`config.mk`:
```
export PLATFORM = sky130hd
export DESIGN_NAME = pipe_cla_adder
export DESIGN_NICKNAME = d
export VERILOG_FILES = /design/src/rtl/pipe_cla_adder.sv
export SDC_FILE = /design/constraint.sdc
export NUM_CORES = 1
export LEC_CHECK = 0
export BUFFER_PORTS_ARGS = -buffer_cell sky130_fd_sc_hd__clkbuf_2
export CAP_MARGIN = 20
export CORE_MARGIN = 4
export CORE_UTILIZATION = 45
export CTS_CLUSTER_DIAMETER = 150
export CTS_CLUSTER_SIZE = 40
export DETAILED_ROUTE_END_ITERATION = 10
export GPL_TIMING_DRIVEN = 0
export HOLD_SLACK_MARGIN = 0.02
export PLACE_DENSITY_LB_ADDON = 0.15
export SYNTH_ARGS = -nofsm -noshare
export SYNTH_HDL_FRONTEND = slang
export SYNTH_SLANG_ARGS = --single-unit
```
`constraint.sdc`:
```
create_clock -name clk -period 3.95 [get_ports clk]
set_input_delay 0.5925 -clock clk [delete_from_list [all_inputs] [get_ports clk]]
set_output_delay 0.5925 -clock clk [all_outputs]
set_load 0.02 [all_outputs]
```
`src/rtl/pipe_cla_adder.sv`:
```
`default_nettype none
// ============================================================================
// Module      : pipe_cla_adder
// Description : Pipelined, parametrised carry-lookahead adder. The WIDTH-bit
//               add is split into WIDTH/GROUP lookahead groups, one group per
//               pipeline stage, with the group carry registered between
//               stages. Valid/ready handshake on both sides, one beat/cycle.
// Parameters  : WIDTH - operand/sum width (multiple of GROUP)
//               GROUP - bits per lookahead group (1..8)
// Ports       : clk, rst             - clock, synchronous active-high reset
//               in_valid/in_ready    - operand beat handshake
//               a, b, cin            - operands and carry in
//               out_valid/out_ready  - result beat handshake
//               s, cout              - registered sum and carry out
//               ovf                  - signed overflow (PIPE_CLA_OVF_EN only)
// Options     : define PIPE_CLA_OVF_EN to add the registered ovf output
// Revision    : 1.0 - initial release
// ============================================================================
module pipe_cla_adder #(
  parameter int WIDTH = 16,
  parameter int GROUP = 4
) (
  input  logic             clk,
  input  logic             rst,
  input  logic             in_valid,
  output logic             in_ready,
  input  logic [WIDTH-1:0] a,
  input  logic [WIDTH-1:0] b,
  input  logic             cin,
  output logic             out_valid,
  input  logic             out_ready,
  output logic [WIDTH-1:0] s,
  output logic             cout
`ifdef PIPE_CLA_OVF_EN
  ,
  output logic             ovf
`endif
);

  localparam int c_NSTG = WIDTH / GROUP;
  // Operand registers are only needed between stages; keep at least one
  // entry so the array stays legal when the whole add fits in one stage.
  localparam int c_NOPS = (c_NSTG > 1) ? c_NSTG - 1 : 1;

  generate
    if ((GROUP < 1) || (GROUP > 8) || ((WIDTH % GROUP) != 0)) begin : g_bad_param
      $error("pipe_cla_adder: GROUP must be 1..8 and divide WIDTH");
    end
  endgenerate

  // Full lookahead: every carry c[i+1] is a flat OR of g[j]&p[j+1..i] terms
  // plus ci&p[0..i]; no carry is derived from another carry of the group.
  function automatic logic [GROUP:0] cla_carries(
    input logic [GROUP-1:0] p,
    input logic [GROUP-1:0] g,
    input logic             ci
  );
    logic [GROUP:0] c;
    logic           term;
    c    = '0;
    term = 1'b0;
    c[0] = ci;
    for (int i = 0; i < GROUP; i++) begin
      term = ci;
      for (int j = 0; j <= i; j++) term = term & p[j];
      c[i+1] = term;
      for (int j = 0; j <= i; j++) begin
        term = g[j];
        for (int m = j + 1; m <= i; m++) term = term & p[m];
        c[i+1] = c[i+1] | term;
      end
    end
    return c;
  endfunction

  // Stage registers
  logic [c_NSTG-1:0] r_vld;
  logic [c_NSTG-1:0] r_cy;
  logic [WIDTH-1:0]  r_sum [c_NSTG];
  // Unprocessed operand bits, shifted down so the next group sits at bit 0
  logic [WIDTH-1:0]  r_a   [c_NOPS];
  logic [WIDTH-1:0]  r_b   [c_NOPS];

  // Next-state values per stage
  logic [WIDTH-1:0]  w_sum_nxt [c_NSTG];
  logic [c_NSTG-1:0] w_cy_nxt;
  logic [WIDTH-1:0]  w_a_nxt   [c_NOPS];
  logic [WIDTH-1:0]  w_b_nxt   [c_NOPS];
  logic              w_adv;
`ifdef PIPE_CLA_OVF_EN
  logic              w_cmsb;
  logic              r_ovf;
`endif

  assign w_adv     = !r_vld[c_NSTG-1] || out_ready;
  assign in_ready  = w_adv || rst;
  assign out_valid = r_vld[c_NSTG-1];
  assign s         = r_sum[c_NSTG-1];
  assign cout      = r_cy[c_NSTG-1];
`ifdef PIPE_CLA_OVF_EN
  assign ovf       = r_ovf;
`endif

  always_comb begin
    logic [WIDTH-1:0] w_ai;
    logic [WIDTH-1:0] w_bi;
    logic [WIDTH-1:0] w_si;
    logic             w_ci;
    logic [GROUP-1:0] w_p;
    logic [GROUP-1:0] w_g;
    logic [GROUP:0]   w_c;
    w_ai     = '0;
    w_bi     = '0;
    w_si     = '0;
    w_ci     = 1'b0;
    w_p      = '0;
    w_g      = '0;
    w_c      = '0;
    w_cy_nxt = '0;
`ifdef PIPE_CLA_OVF_EN
    w_cmsb   = 1'b0;
`endif
    for (int k = 0; k < c_NSTG; k++) w_sum_nxt[k] = '0;
    for (int k = 0; k < c_NOPS; k++) begin
      w_a_nxt[k] = '0;
      w_b_nxt[k] = '0;
    end
    for (int k = 0; k < c_NSTG; k++) begin
      if (k == 0) begin
        w_ai = a;
        w_bi = b;
        w_si = '0;
        w_ci = cin;
      end else begin
        w_ai = r_a[(k == 0) ? 0 : k - 1];
        w_bi = r_b[(k == 0) ? 0 : k - 1];
        w_si = r_sum[(k == 0) ? 0 : k - 1];
        w_ci = r_cy[(k == 0) ? 0 : k - 1];
      end
      w_p = w_ai[GROUP-1:0] ^ w_bi[GROUP-1:0];
      w_g = w_ai[GROUP-1:0] & w_bi[GROUP-1:0];
      w_c = cla_carries(w_p, w_g, w_ci);
      w_sum_nxt[k] = w_si;
      w_sum_nxt[k][k*GROUP +: GROUP] = w_p ^ w_c[GROUP-1:0];
      w_cy_nxt[k] = w_c[GROUP];
      if (k < c_NSTG - 1) begin
        w_a_nxt[k % c_NOPS] = w_ai >> GROUP;
        w_b_nxt[k % c_NOPS] = w_bi >> GROUP;
      end
`ifdef PIPE_CLA_OVF_EN
      // Carry into the MSB is the last internal carry of the final group
      if (k == c_NSTG - 1) w_cmsb = w_c[GROUP-1];
`endif
    end
  end

  always_ff @(posedge clk) begin
    if (rst) begin
      r_vld <= '0;
      r_cy  <= '0;
      for (int k = 0; k < c_NSTG; k++) r_sum[k] <= '0;
      for (int k = 0; k < c_NOPS; k++) begin
        r_a[k] <= '0;
        r_b[k] <= '0;
      end
`ifdef PIPE_CLA_OVF_EN
      r_ovf <= 1'b0;
`endif
    end else if (w_adv) begin
      // All stages move together; bubbles travel through unchanged
      r_vld[0] <= in_valid;
      for (int k = 1; k < c_NSTG; k++) r_vld[k] <= r_vld[k-1];
      r_cy <= w_cy_nxt;
      for (int k = 0; k < c_NSTG; k++) r_sum[k] <= w_sum_nxt[k];
      for (int k = 0; k < c_NOPS; k++) begin
        r_a[k] <= w_a_nxt[k];
        r_b[k] <= w_b_nxt[k];
      end
`ifdef PIPE_CLA_OVF_EN
      r_ovf <= w_cmsb ^ w_cy_nxt[c_NSTG-1];
`endif
    end
  end

endmodule
`default_nettype wire

```
==> summary.md <==
| Metric | Value |
|---|---|
| Status | completed |
| Power share of the combinational group | 8.5% |
| Core area | 9240 um2 |
| Fill cells | 798 |
| FF+latch area | 2803 um2 |
| Synthesized cell area | 4283 um2 |
| Layout area overhead | 15.10% |
| Port Buffers | 55 |
| Sequential power share | 61.3% |
| Post-synth top area share | 61.70% |
| Worst setup EP type | output pin |
| Initial antenna violation count | 0 |
| WS Path Type | flip-flop to output pin |
| Main synth FF type | edfxtp_1 |
| Clock power frac | 30.2% |
| CP top delay family | buffers and inverters |
| Tmin final | 2.649 ns |
| Drt initial violations | 123 |
| Crit path buffers/inverters | 4 |
| Gate Count Post-Synth | 296 |
| Starting density of the core | 46.35% |
| RePlAce Congestion | 0.7629 |
| Multi-input logic area | 1249 um2 |
| Final setup vio count | 0 |
| Avg Cell Area, Syn | 14.47 um2 |
| CP arrival | 2.06 ns |
| Ant. Diodes | 0 |
| Gr ovfl total | 0 |
| Post-layout worst setup margin | 1.301 ns |
| Critical Path RT | 3.36 ns |
| Post-DP HPWL | 4845 um |
| Clock buffer depth | 2 |
| WL final | 6956 um |
| Crit path max fanout | 78 |
| Layout cells sized above 1 | 27.45% |
| Synth top area cells | edfxtp_1 62%, and3_1 11%, ha_1 5.8% |
| Ys async rst share | 0% |
| Reg clk slew, reported paths | 0.09 ns |
| Die ar. | 11140 um2 |
| Vias in the first global route | 2361 |
| # hold bufs at CTS | 0 |
| Switching share of total power | 23.21% |
| Crit-path cells | nand2b_4 > buf_6 > nor2_2 > inv_4 > buf_16 > clkbuf_2 |
| Via count | 2430 |
| P_leak | 2.468 nW |
| Htree depth | 3 |
| Die width | 105.6 um |
| Clock Sink Count | 96 |
| PD cells | 392.6 nW/um2 |
| CTS Root Cell | clkbuf_8 |
| First-pass GRT wire length | 11410 um |
| Leading area contributor after synthesis | edfxtp_1 |
| Fin. max-slew vios | 0 |
| Power Internal | 1.486 mW |
| RSZ-0062 raised after global routing | no |
| CP max stage delay | 0.39 ns |
| Post-route clock period utilization | 67.06% |
| Num CTS Buffers | 9 |
| Post-synthesis sequential element count | 96 |
| Hold Vio Cnt, Final | 0 |
| # rows | 35 |
| Routed len/inst | 14.00 um |
| Post-route antenna net violation count | 0 |
| Clk_lat worst skew | 0.36 ns |
| F_max | 377.5 MHz |
| Worst rel slew slack | 66.92% |
| Startpoint types | flip-flop |
| Die Y | 105.6 um |
| Post-synth EDFFs | 88 |
| # IOs | 56 |
| Switch Pwr | 449.1 uW |
| Tightest Hold Check Type | primary input to flip-flop |
| GRT Total Usage | 13.17% |
| Clk_skew | 0.008177 ns |
| Unique cell type count in the Yosys netlist | 25 |
| Post-placement worst setup slack | 1.313 ns |
| Post-synthesis net count | 357 |
| Postcts setup bufs | 0 |
| CTS tree | built |
| Final #Nets | 424 |
| Final core utilization | 53.35% |
| DRC violations left | 0 |
| Max rail drop VDD | 211.2 uV |
| Largest net degree at the start of global routing | 79 |
| DR vias/cell | 4.889 |
| DRT Pass-1 Iters | 4 |
| Sequential area share after synthesis | 65.44% |
| Total of cells resized after clock tree synthesis | 0 |
| MaxCap Viol Count | 0 |
| Syn. warnings | 0 |
| CP max stage cell | nor2_2 |
| Slew @ Worst Pin | 0.4957 ns |
[state kept, by name (all words and copies together), names as in the netlist]
name	flops
r_a	24
r_sum	40
r_cy	4
r_b	24
r_vld	4
[kinds of logic after synthesis]
family | after synthesis | share of synthesized area, %
AND/OR/NAND/NOR | 100 | 14.02
flip-flops | 96 | 65.44
buffers and inverters | 40 | 5.404
AO/OA/AOI/OAI | 32 | 6.603
adder cells (fa/ha/maj) | 24 | 7.713
XOR/XNOR | 4 | 0.8181
[synthesized netlist by cell type (5+ instances only)]
| cell | count |
|---|---|
| a21o_1 | 5 |
| buf_4 | 17 |
| nor2_1 | 5 |
| nor3_1 | 16 |
| edfxtp_1 | 88 |
| and3_1 | 75 |
| clkbuf_1 | 14 |
| ha_1 | 20 |
| o21a_1 | 12 |
| dfxtp_1 | 8 |
[power by group through the flow]
stage	registers, mW	clock network, mW	logic, mW
floorplan	1.20	0	0.115
global placement	1.21	0	0.162
detailed placement	1.21	0	0.167
CTS	1.19	0.602	0.168
global route	1.19	0.648	0.187
finish	1.19	0.585	0.165
[area by class of cell]
class,instances,share of cell area (%)
timing repair buffer,56,6.142
buffer,35,4.315
inverter,5,0.4315
clock inverter,7,1.142
multi-input combinational,160,25.33
tap,129,3.274
sequential,96,56.85
clock buffer,9,2.513
[layer usage]
metal  up-vias  share of wire, %  GRT usage (%)
li1       1249                 -              -
met1      1110                47          17.52
met2        55                44          19.90
met3        16               5.2          3.062
met4         0               3.7          7.401
met5         -                 0              0
[final timing paths]
kind / startpoint / endpoint / slack (ns) / cells after the start
worst min-delay path: in_valid / r_vld[0]$_SDFFE_PP0P_ / 0.46 / 2
worst max-delay path: r_vld[3]$_SDFFE_PP0P_ / in_ready / 1.30 / 6
worst max register to register: r_a[0][12]$_SDFFCE_PN0P_ / r_cy[2]$_SDFFE_PP0P_ / 2.13 / 5
worst min register to register: r_vld[2]$_SDFFE_PP0P_ / r_vld[3]$_SDFFE_PP0P_ / 0.48 / 1
[metrics by stage]
step | TNS [ns] | hold slack (ns) | cells | instance area (um2) | total power [mW]
final | 0 | 0.4605 | 497 | 4930 | 1.935
after global routing | 0 | 0.4514 | 497 | 4930 | 2.027
after CTS | 0 | 0.4547 | 497 | 4930 | 1.956
after detailed placement | 0 | 0.4517 | 481 | 4750 | 1.376
after global placement | -0.4985 | 0.4481 | 480 | 4720 | 1.370
after floorplan | 0 | 0.4269 | 296 | 4283 | 1.319
[cells in the final DEF (no fill, tap or decap)]
cell	count
and3_1	75
a221o_1	4
nand2b_4	1
inv_4	1
nor2_1	5
o2111a_1	4
xnor2_1	3
inv_2	1
inv_8	1
buf_6	2
inv_6	1
nand2_1	1
buf_16	1
buf_2	2
a22o_2	3
ha_1	20
buf_4	17
o21a_1	12
clkbuf_1	14
o211a_1	4
clkinv_2	1
and2_4	1
inv_1	3
clkinvlp_4	3
clkbuf_2	55
fa_1	4
nor3_1	16
nor2_2	1
clkbuf_8	9
clkinv_4	1
edfxtp_1	88
dfxtp_1	8
a21o_1	5
xor2_1	1
No activity file was read; power rests on OpenSTA's default activity.
